===== src/rtl/vend_pkg.sv =====
// Shared definitions for the vending-machine coin interface: coin codes,
// coin values in nickel units and the coin_feeder state encoding.
package vend_pkg;

  localparam logic [2:0] COIN_NONE    = 3'b000;
  localparam logic [2:0] COIN_NICKEL  = 3'b001;
  localparam logic [2:0] COIN_DIME    = 3'b010;
  localparam logic [2:0] COIN_QUARTER = 3'b100;

  localparam int VAL_NICKEL  = 1;
  localparam int VAL_DIME    = 2;
  localparam int VAL_QUARTER = 5;

  typedef enum logic [2:0] {
    ST_IDLE,
    ST_PULSE,
    ST_GAP,
    ST_WAIT_RESP,
    ST_SETTLE,
    ST_DONE
  } feeder_state_e;

endpackage


===== src/rtl/coin_picker.sv =====
// Greedy coin selector: largest coin not exceeding the remaining amount.
// A zero input yields a nickel; the caller only consults it when nonzero.
module coin_picker
  import vend_pkg::*;
#(
  parameter int AMT_W = 6
) (
  input  logic [AMT_W-1:0] remaining,
  output logic [2:0]       coin,
  output logic [AMT_W-1:0] value
);

  always_comb begin
    coin  = COIN_NICKEL;
    value = AMT_W'(VAL_NICKEL);
    if (remaining >= AMT_W'(VAL_QUARTER)) begin
      coin  = COIN_QUARTER;
      value = AMT_W'(VAL_QUARTER);
    end else if (remaining >= AMT_W'(VAL_DIME)) begin
      coin  = COIN_DIME;
      value = AMT_W'(VAL_DIME);
    end
  end

endmodule


===== src/rtl/coin_feeder.sv =====
// Coin-side driver: pays a request as spaced one-hot coin pulses, then
// collects the machine's response and change and reports the outcome.
//
// state     | meaning
// ----------+-----------------------------------------------------------
// IDLE      | ready for a request; results from the last one held
// PULSE     | coin_in carries one coin for this cycle
// GAP       | coin_in idle between coins
// WAIT_RESP | all coins sent, waiting for dispense/return or timeout
// SETTLE    | response seen, collecting change for a fixed window
// DONE      | one-cycle completion strobe
module coin_feeder
  import vend_pkg::*;
#(
  parameter int AMT_W       = 6,
  parameter int GAP_CYC     = 4,
  parameter int SETTLE_CYC  = 4,
  parameter int TIMEOUT_CYC = 16,
  parameter int CHG_W       = 6
) (
  input  logic             clk,
  input  logic             rst_n,
  input  logic             req_valid,
  output logic             req_ready,
  input  logic [AMT_W-1:0] req_amount,
  output logic [2:0]       coin_in,
  input  logic             dispense_item,
  input  logic             out_return,
  input  logic             out_nickel,
  input  logic             out_dime,
  output logic             busy,
  output logic             done,
  output logic             done_dispensed,
  output logic             done_returned,
  output logic             done_timeout,
  output logic [CHG_W-1:0] change_total,
  output logic [3:0]       coins_sent
);

  localparam int TMR_MAX = (GAP_CYC > SETTLE_CYC)
                           ? ((GAP_CYC > TIMEOUT_CYC) ? GAP_CYC : TIMEOUT_CYC)
                           : ((SETTLE_CYC > TIMEOUT_CYC) ? SETTLE_CYC : TIMEOUT_CYC);
  localparam int TMR_W = (TMR_MAX > 1) ? $clog2(TMR_MAX) : 1;

  localparam logic [TMR_W-1:0] GAP_LOAD     = TMR_W'(GAP_CYC - 1);
  localparam logic [TMR_W-1:0] SETTLE_LOAD  = TMR_W'(SETTLE_CYC - 1);
  localparam logic [TMR_W-1:0] TIMEOUT_LOAD = TMR_W'(TIMEOUT_CYC - 1);

  feeder_state_e    state_q, state_nx;
  logic [TMR_W-1:0] tmr_q, tmr_nx;
  logic [AMT_W-1:0] rem_q, rem_nx;
  logic [2:0]       coin_q, coin_nx;
  logic [3:0]       sent_q, sent_nx;
  logic             disp_q, disp_nx;
  logic             ret_q, ret_nx;
  logic             tmo_q, tmo_nx;
  logic [CHG_W-1:0] chg_q, chg_nx;

  logic [AMT_W-1:0] pick_src;
  logic [2:0]       pick_coin;
  logic [AMT_W-1:0] pick_val;
  logic             resp;
  logic [CHG_W:0]   chg_sum;
  logic [CHG_W-1:0] chg_sat;

  // In IDLE the first coin is chosen straight from the request amount.
  assign pick_src = (state_q == ST_IDLE) ? req_amount : rem_q;

  coin_picker #(.AMT_W(AMT_W)) u_picker (
    .remaining (pick_src),
    .coin      (pick_coin),
    .value     (pick_val)
  );

  // A response seen this cycle counts as latched so no extra coin slips out.
  assign resp    = disp_q | ret_q | dispense_item | out_return;
  assign chg_sum = {1'b0, chg_q} + (CHG_W+1)'({out_dime, out_nickel});
  assign chg_sat = chg_sum[CHG_W] ? {CHG_W{1'b1}} : chg_sum[CHG_W-1:0];

  always_ff @(posedge clk or negedge rst_n) begin
    if (!rst_n) begin
      state_q <= ST_IDLE;
      tmr_q   <= '0;
      rem_q   <= '0;
      coin_q  <= COIN_NONE;
      sent_q  <= '0;
      disp_q  <= 1'b0;
      ret_q   <= 1'b0;
      tmo_q   <= 1'b0;
      chg_q   <= '0;
    end else begin
      state_q <= state_nx;
      tmr_q   <= tmr_nx;
      rem_q   <= rem_nx;
      coin_q  <= coin_nx;
      sent_q  <= sent_nx;
      disp_q  <= disp_nx;
      ret_q   <= ret_nx;
      tmo_q   <= tmo_nx;
      chg_q   <= chg_nx;
    end
  end

  always_comb begin
    state_nx = state_q;
    tmr_nx   = tmr_q;
    rem_nx   = rem_q;
    coin_nx  = COIN_NONE;
    sent_nx  = sent_q;
    disp_nx  = disp_q;
    ret_nx   = ret_q;
    tmo_nx   = tmo_q;
    chg_nx   = chg_q;

    if (state_q != ST_IDLE) begin
      disp_nx = disp_q | dispense_item;
      ret_nx  = ret_q | out_return;
      chg_nx  = chg_sat;
    end

    case (state_q)
      ST_IDLE: begin
        if (req_valid) begin
          disp_nx = 1'b0;
          ret_nx  = 1'b0;
          tmo_nx  = 1'b0;
          chg_nx  = '0;
          sent_nx = '0;
          rem_nx  = req_amount;
          if (req_amount == '0) begin
            state_nx = ST_DONE;
          end else begin
            state_nx = ST_PULSE;
            coin_nx  = pick_coin;
            rem_nx   = req_amount - pick_val;
            sent_nx  = 4'd1;
          end
        end
      end
      ST_PULSE: begin
        if (rem_q == '0) begin
          state_nx = ST_WAIT_RESP;
          tmr_nx   = TIMEOUT_LOAD;
        end else if (resp) begin
          state_nx = ST_SETTLE;
          tmr_nx   = SETTLE_LOAD;
        end else begin
          state_nx = ST_GAP;
          tmr_nx   = GAP_LOAD;
        end
      end
      ST_GAP: begin
        if (resp) begin
          state_nx = ST_SETTLE;
          tmr_nx   = SETTLE_LOAD;
        end else if (tmr_q == '0) begin
          state_nx = ST_PULSE;
          coin_nx  = pick_coin;
          rem_nx   = rem_q - pick_val;
          sent_nx  = sent_q + 4'd1;
        end else begin
          tmr_nx = tmr_q - 1'b1;
        end
      end
      ST_WAIT_RESP: begin
        if (resp) begin
          state_nx = ST_SETTLE;
          tmr_nx   = SETTLE_LOAD;
        end else if (tmr_q == '0) begin
          state_nx = ST_DONE;
          tmo_nx   = 1'b1;
        end else begin
          tmr_nx = tmr_q - 1'b1;
        end
      end
      ST_SETTLE: begin
        if (tmr_q == '0) state_nx = ST_DONE;
        else             tmr_nx   = tmr_q - 1'b1;
      end
      ST_DONE:  state_nx = ST_IDLE;
      default:  state_nx = ST_IDLE;
    endcase
  end

  assign req_ready      = (state_q == ST_IDLE);
  assign busy           = (state_q != ST_IDLE);
  assign done           = (state_q == ST_DONE);
  assign coin_in        = coin_q;
  assign done_dispensed = disp_q;
  assign done_returned  = ret_q;
  assign done_timeout   = tmo_q;
  assign change_total   = chg_q;
  assign coins_sent     = sent_q;

endmodule


===== config.mk =====
export PLATFORM = sky130hd
export DESIGN_NAME = coin_feeder
export DESIGN_NICKNAME = d
export VERILOG_FILES = /design/src/rtl/vend_pkg.sv /design/src/rtl/coin_picker.sv /design/src/rtl/coin_feeder.sv
export SDC_FILE = /design/constraint.sdc
export NUM_CORES = 1
export LEC_CHECK = 0
export ABC_AREA = 1
export BUFFER_PORTS_ARGS = -buffer_cell sky130_fd_sc_hd__buf_2
export CAP_MARGIN = 15
export CORE_ASPECT_RATIO = 0.7
export CORE_MARGIN = 2
export CORE_UTILIZATION = 45
export CTS_BUF_LIST = sky130_fd_sc_hd__clkbuf_16
export CTS_CLUSTER_SIZE = 30
export DETAILED_ROUTE_END_ITERATION = 6
export PLACE_DENSITY = 0.66
export SYNTH_ARGS = -nofsm -noshare
export SYNTH_HDL_FRONTEND = slang
export SYNTH_SLANG_ARGS = --single-unit

===== constraint.sdc =====
create_clock -name clk -period 4.22 [get_ports clk]
set_input_delay 0.844 -clock clk [delete_from_list [all_inputs] [get_ports clk]]
set_output_delay 0.844 -clock clk [all_outputs]
set_load 0.03 [all_outputs]

After elaboration in Yosys (flattened, before gate mapping)

Cells that the tools add are included.

Register bits: 29
Bits of input ports: 13
Output and inout bits: 19
Logic and storage cells: 91

Add/sub/neg operators: 5
Magnitude comparators: 2
Equal/unequal tests: 11
Mux-type cells: 47
Bitwise operators: 5
Reduce and logical (&&, ||, !) cells: 12

Operators with widths:

| kind                | number |
|---|---|
| $mux 6              | 10 |
| $mux 3              | 13 |
| $mux 4              | 6 |
| $pmux 3 s5          | 1 |
| $logic_not 6->1     | 2 |
| $pmux 4 s3          | 1 |
| $pmux 6 s2          | 1 |
| $sub 6x6->6         | 2 |
| $mux 1              | 10 |
| $ne 2x2->1 const B  | 5 |
| $pmux 4 s2          | 1 |
| $reduce_and 4->1    | 2 |
| $add 6x2->7         | 1 |
| $eq 3x2->1 const B  | 2 |
| $eq 3x3->1 const B  | 2 |
| $ge 6x2->1 const B  | 1 |
| $ge 6x3->1 const B  | 1 |
| $pmux 3 s2          | 1 |
| $reduce_bool 3->1   | 2 |
| $or 1x1->1          | 5 |
| $add 4x1->4 const B | 1 |
| $logic_not 4->1     | 1 |
| $mux 2              | 2 |
| $reduce_bool 2->1   | 2 |
| other kinds (7)     | 7 |

Longest topological paths before layout

Depth in word-level cells: 9
Mapped depth: 17

Hierarchy

From an unflattened synthesis, not the netlist that was laid out.

Cells, all modules: 330
Area total of the unflattened synthesis: 2288.4 um^2

By module, submodules not included:

| module      | times used | cells an instance | area each (um^2) | seq. area each (um^2) |
|---|---|---|---|---|
| coin_feeder | 1          | 313               | 2175.8           | 725.7 |
| coin_picker | 1          | 17                | 112.6            | 0.0 |

Worst setup path before layout

No wires, ideal clock.

Path kind: in2reg
From: input port req_amount[5]
To: register rem_q[4]
Arrival: 2.381 ns
Required time: 4.104 ns
Path slack: 1.723 ns
Stages on the path: 13
Path buffers: 0
Path through: nor2_1 -> o21ai_1 -> nor2_2 -> nand3_1 -> ha_1 -> inv_1 -> fa_1 -> nand2_1 -> nand3_1 -> o21ai_0 -> nand2_1 -> nand2_1 -> nand2_1

Word-level cells in the longest chain between the ends: 8

Ends and longest elaborated chain:

| item                           | RTL line                               | RTL |
|---|---|---|
| start, declared                | coin_feeder.sv:25                      | `input logic [AMT_W-1:0] req_amount,` |
| $mux 6                         | coin_feeder.sv:67                      | `assign pick_src = (state_q == ST_IDLE) ? req_amount : rem_q;` |
| $ge 6x2->1                     | coin_picker.sv:19                      | `end else if (remaining >= AMT_W'(VAL_DIME)) begin` |
| $mux 2                         | coin_picker.sv:19                      |  |
| $mux 6                         | coin_picker.sv:16                      | `if (remaining >= AMT_W'(VAL_QUARTER)) begin` |
| $sub 6x6->6 (on tied branches) | coin_feeder.sv:159, coin_feeder.sv:135 |  |
| $mux 6 (on tied branches)      | coin_feeder.sv:156, coin_feeder.sv:130 |  |
| $mux 6 (on tied branches)      | coin_feeder.sv:153, coin_feeder.sv:123 |  |
| $pmux 6 s2 *                   | coin_feeder.sv:121                     | `case (state_q)` |
| end signal, assigned           | coin_feeder.sv:94                      | `rem_q <= rem_nx;` |
| end, declared                  | coin_feeder.sv:51                      | `logic [AMT_W-1:0] rem_q, rem_nx;` |

Mark *: on every way between the ends. The rest lies on a longest branch, timed or not. The select of a mux whose other input is x is not followed.
A chain may end at the register's enable or synchronous reset.

Worst setup path after layout

From: register state_q[0]
To: register rem_q[4]

Word-level cells in the longest chain between the ends: 9

Ends and longest elaborated chain:

| item                           | RTL line                               | RTL |
|---|---|---|
| start, declared                | coin_feeder.sv:49                      | `feeder_state_e state_q, state_nx;` |
| start signal, assigned         | coin_feeder.sv:92                      | `state_q <= state_nx;` |
| $logic_not 3->1                | coin_feeder.sv:67, coin_feeder.sv:121  |  |
| $mux 6                         | coin_feeder.sv:67                      |  |
| $ge 6x2->1                     | coin_picker.sv:19                      |  |
| $mux 2                         | coin_picker.sv:19                      |  |
| $mux 6                         | coin_picker.sv:16                      |  |
| $sub 6x6->6 (on tied branches) | coin_feeder.sv:159, coin_feeder.sv:135 |  |
| $mux 6 (on tied branches)      | coin_feeder.sv:156, coin_feeder.sv:130 |  |
| $mux 6 (on tied branches)      | coin_feeder.sv:153, coin_feeder.sv:123 |  |
| $pmux 6 s2                     | coin_feeder.sv:121                     |  |

Several ways; a longest one is shown, not always the timed one. The select of a mux whose other input is x is not followed.

==> impl_metrics.json <==
{
  "clock.fmax_ghz": 0.368,
  "drt_iter0_drc": 116,
  "die_width_um": 84.0,
  "yosysWarnings": 0,
  "hold_buffers": 0,
  "crit_start": "state_q[0]$_DFFE_PN0P_",
  "synth.yosys.seq_area_share_pct": 36.0,
  "synth.avg_cell_area_um2": 7.30,
  "final_cell_mix": "nand2_1 (79), nor2_1 (31), nand3_1 (31), buf_2 (31)",
  "clk-insertion-delay-late_ns": 0.28,
  "crit_chain": "nor2_4 -> nand2_4 -> o21ai_1 -> nand2_1 -> nand3_1 -> ha_1 -> inv_1 -> fa_1 -> nand2_1 -> nand3_1 -> o21ai_0 -> nand2_1 -> nand2_1 -> nand2_1",
  "cts_made_buffers": 5,
  "cts_resized": 0,
  "start_util_pct": 46.5,
  "postRouteWirelength_mm": 4.44,
  "hold_class": "register to register",
  "powerDensity_nw_per_um2": 766,
  "regArea_um2": 726,
  "cp-start-kind": "register",
  "dieArea_um2": 5040,
  "io_buffer_count": 31,
  "io_pins": 32,
  "slew_headroom_pct": 55.3,
  "whs_ns": 0.500,
  "rsz0062_at_grt": "false",
  "r2r-start": "state_q[0]$_DFFE_PN0P_",
  "crit_arrival_ns": 2.88,
  "root_buffer": "clkbuf_16",
  "cts_tree": "yes",
  "rows": 20,
  "drv_slew": 0,
  "clk_pin_slew_ns": 0.05,
  "max_stage_delay_ns": 0.44,
  "cts_max_level": 2,
  "dr.pass1.iters": 4,
  "multi_input_area_um2": 1140,
  "core_area_um2": 4330,
  "syn_area_um2": 2010,
  "gp_congestion": 0.893,
  "setup_viol": 0,
  "drc": 0,
  "rrSetupSlack_ns": 1.50,
  "vdd_drop_max_v": 0.000389,
  "final_common_cell": "nand2_1",
  "p_total_mw": 1.80,
  "drv_cap": 0,
  "grt_usage_pct": 19.9,
  "clockBufferDepth": 2,
  "yosysUniqueCellTypes": 31,
  "synth_fp_nets": 302,
  "critPathSlowestCell": "dfrtp_1",
  "fill_cells": 427,
  "end_kind": "register",
  "crit_fanout": 18,
  "diodes": 0,
  "grt_max_degree": 30,
  "ant_nets": 0,
  "status": "complete, no violations",
  "hold_violations": 0,
  "final.setup_skew_ns": 0.00682,
  "final_cell_count_no_fill": 368,
  "leakagePower_nw": 1.26,
  "ys_ff_latch": 29,
  "tns_ns": 0,
  "critPathTopFamily": "simple AND/OR/NAND/NOR gates",
  "finalCriticalPeriod_ns": 2.72,
  "dp_hpwl_mm": 3.39,
  "tightestPinTransition_ns": 0.670,
  "via_per_inst": 5.05,
  "area_growth_pct": 16.9,
  "setup_ws_ns": 1.50,
  "worst-setup-path-type": "register to register",
  "dp_cells": 360,
  "overflow": 0,
  "cp_common_cell": "nand2_1",
  "grt_pass1_wl_mm": 7.62,
  "hp-start": "done_timeout$_DFFE_PN0P_",
  "worstPathRequired_ns": 4.38,
  "num_vias": 1859,
  "synthCells": 276,
  "worst-path-buf-inv": 1,
  "period_share_pct": 64.4,
  "post_cts_buffers": 0,
  "drive_gt1_share_pct": 18.2,
  "cts_sinks": 29,
  "final_nets": 338,
  "dp_slack_ns": 1.36,
  "grt_pass1_vias": 1628,
  "antenna_found_initial": 0,
  "die_y_um": 60.0,
  "wl_per_cell_um": 12.1
}
[worst paths after layout]
kind	to	cells after the start
setup / recovery	rem_q[4]$_DFFE_PN0P_	14
hold / removal	done_timeout$_DFFE_PN0P_	1
setup reg to reg	rem_q[4]$_DFFE_PN0P_	14
hold reg to reg	done_timeout$_DFFE_PN0P_	1
max in group asynchronous	rem_q[5]$_DFFE_PN0P_	1
min in group asynchronous	tmr_q[2]$_DFFE_PN0P_	1
[routing by layer]
| layer | routed length (µm) | global-route usage (%) |
|---|---|---|
| met5 | 0 | 0 |
| met4 | 53 | 6.45 |
| met3 | 209 | 5.94 |
| met2 | 1710 | 27.4 |
| met1 | 2470 | 29.7 |
[state kept, by name, summed over array words and instances (netlist names)]
name / cells
rem_q: 6
tmr_q: 4
coins_sent: 4
done_timeout: 1
change_total: 6
coin_in: 3
done_returned: 1
done_dispensed: 1
state_q: 3
[per-stage QoR]
stage | instance area [µm²] | util [%]
after global routing | 2350 | 54.4
final | 2350 | 54.4
after global placement | 2220 | 51.2
after CTS | 2350 | 54.4
after detailed placement | 2220 | 51.2
after floorplan | 2010 | -
[cell usage after synthesis]
cell      instances  area (µm²)
nor3_2            1        10.0
a32o_1            1        10.0
nand3_1          31         155
o211ai_1          1        7.51
or2_2             2        12.5
fa_1              3        60.1
nand3b_1          1        7.51
inv_1            28         105
nand4_2           1        12.5
o21ai_1           8        40.0
o22ai_1           2        12.5
xor2_1            1        8.76
nand3_4           1        17.5
nor3_1            4        20.0
nand2_1          79         297
a21oi_1           8        40.0
nor2_4            3        33.8
nand2_2           2        12.5
xnor2_1           3        26.3
nor2_2            1        6.26
nor2_1           31         116
a31oi_1           1        6.26
o21ai_0          10        50.1
nand4_1           2        12.5
nand2_4           2        22.5
buf_6             2        22.5
o221ai_1          1        8.76
dfrtp_1          29         726
inv_2             6        22.5
o21bai_1          1        7.51
ha_1             10         125
[final cells by class]
| cell class | count | area share [%] |
|---|---|---|
| inverters | 34 | 5.42 |
| well taps | 55 | 2.92 |
| clock buffers | 5 | 5.31 |
| clock inverters | 3 | 0.584 |
| flip-flops and latches | 29 | 30.8 |
| repair buffers | 31 | 6.59 |
| multi-input cells | 211 | 48.4 |
[power breakdown]
group / internal (mW) / switching (mW) / total, mW
registers: 0.376 / 0.0800 / 0.456
clock network: 0.213 / 0.117 / 0.330
logic: 0.347 / 0.672 / 1.02
total: 0.935 / 0.869 / 1.80
[logic make-up after synthesis]
| logic type | Yosys count | synth area share (%) |
|---|---|---|
| AO/OA/AOI/OAI | 33 | 9.07 |
| XOR/XNOR | 4 | 1.74 |
| adder cells (fa/ha/maj) | 13 | 9.19 |
| buffers and inverters | 36 | 7.45 |
| flip-flops | 29 | 36.0 |
| AND/OR/NAND/NOR | 161 | 36.5 |
No activity file was read; power rests on OpenSTA's default activity.
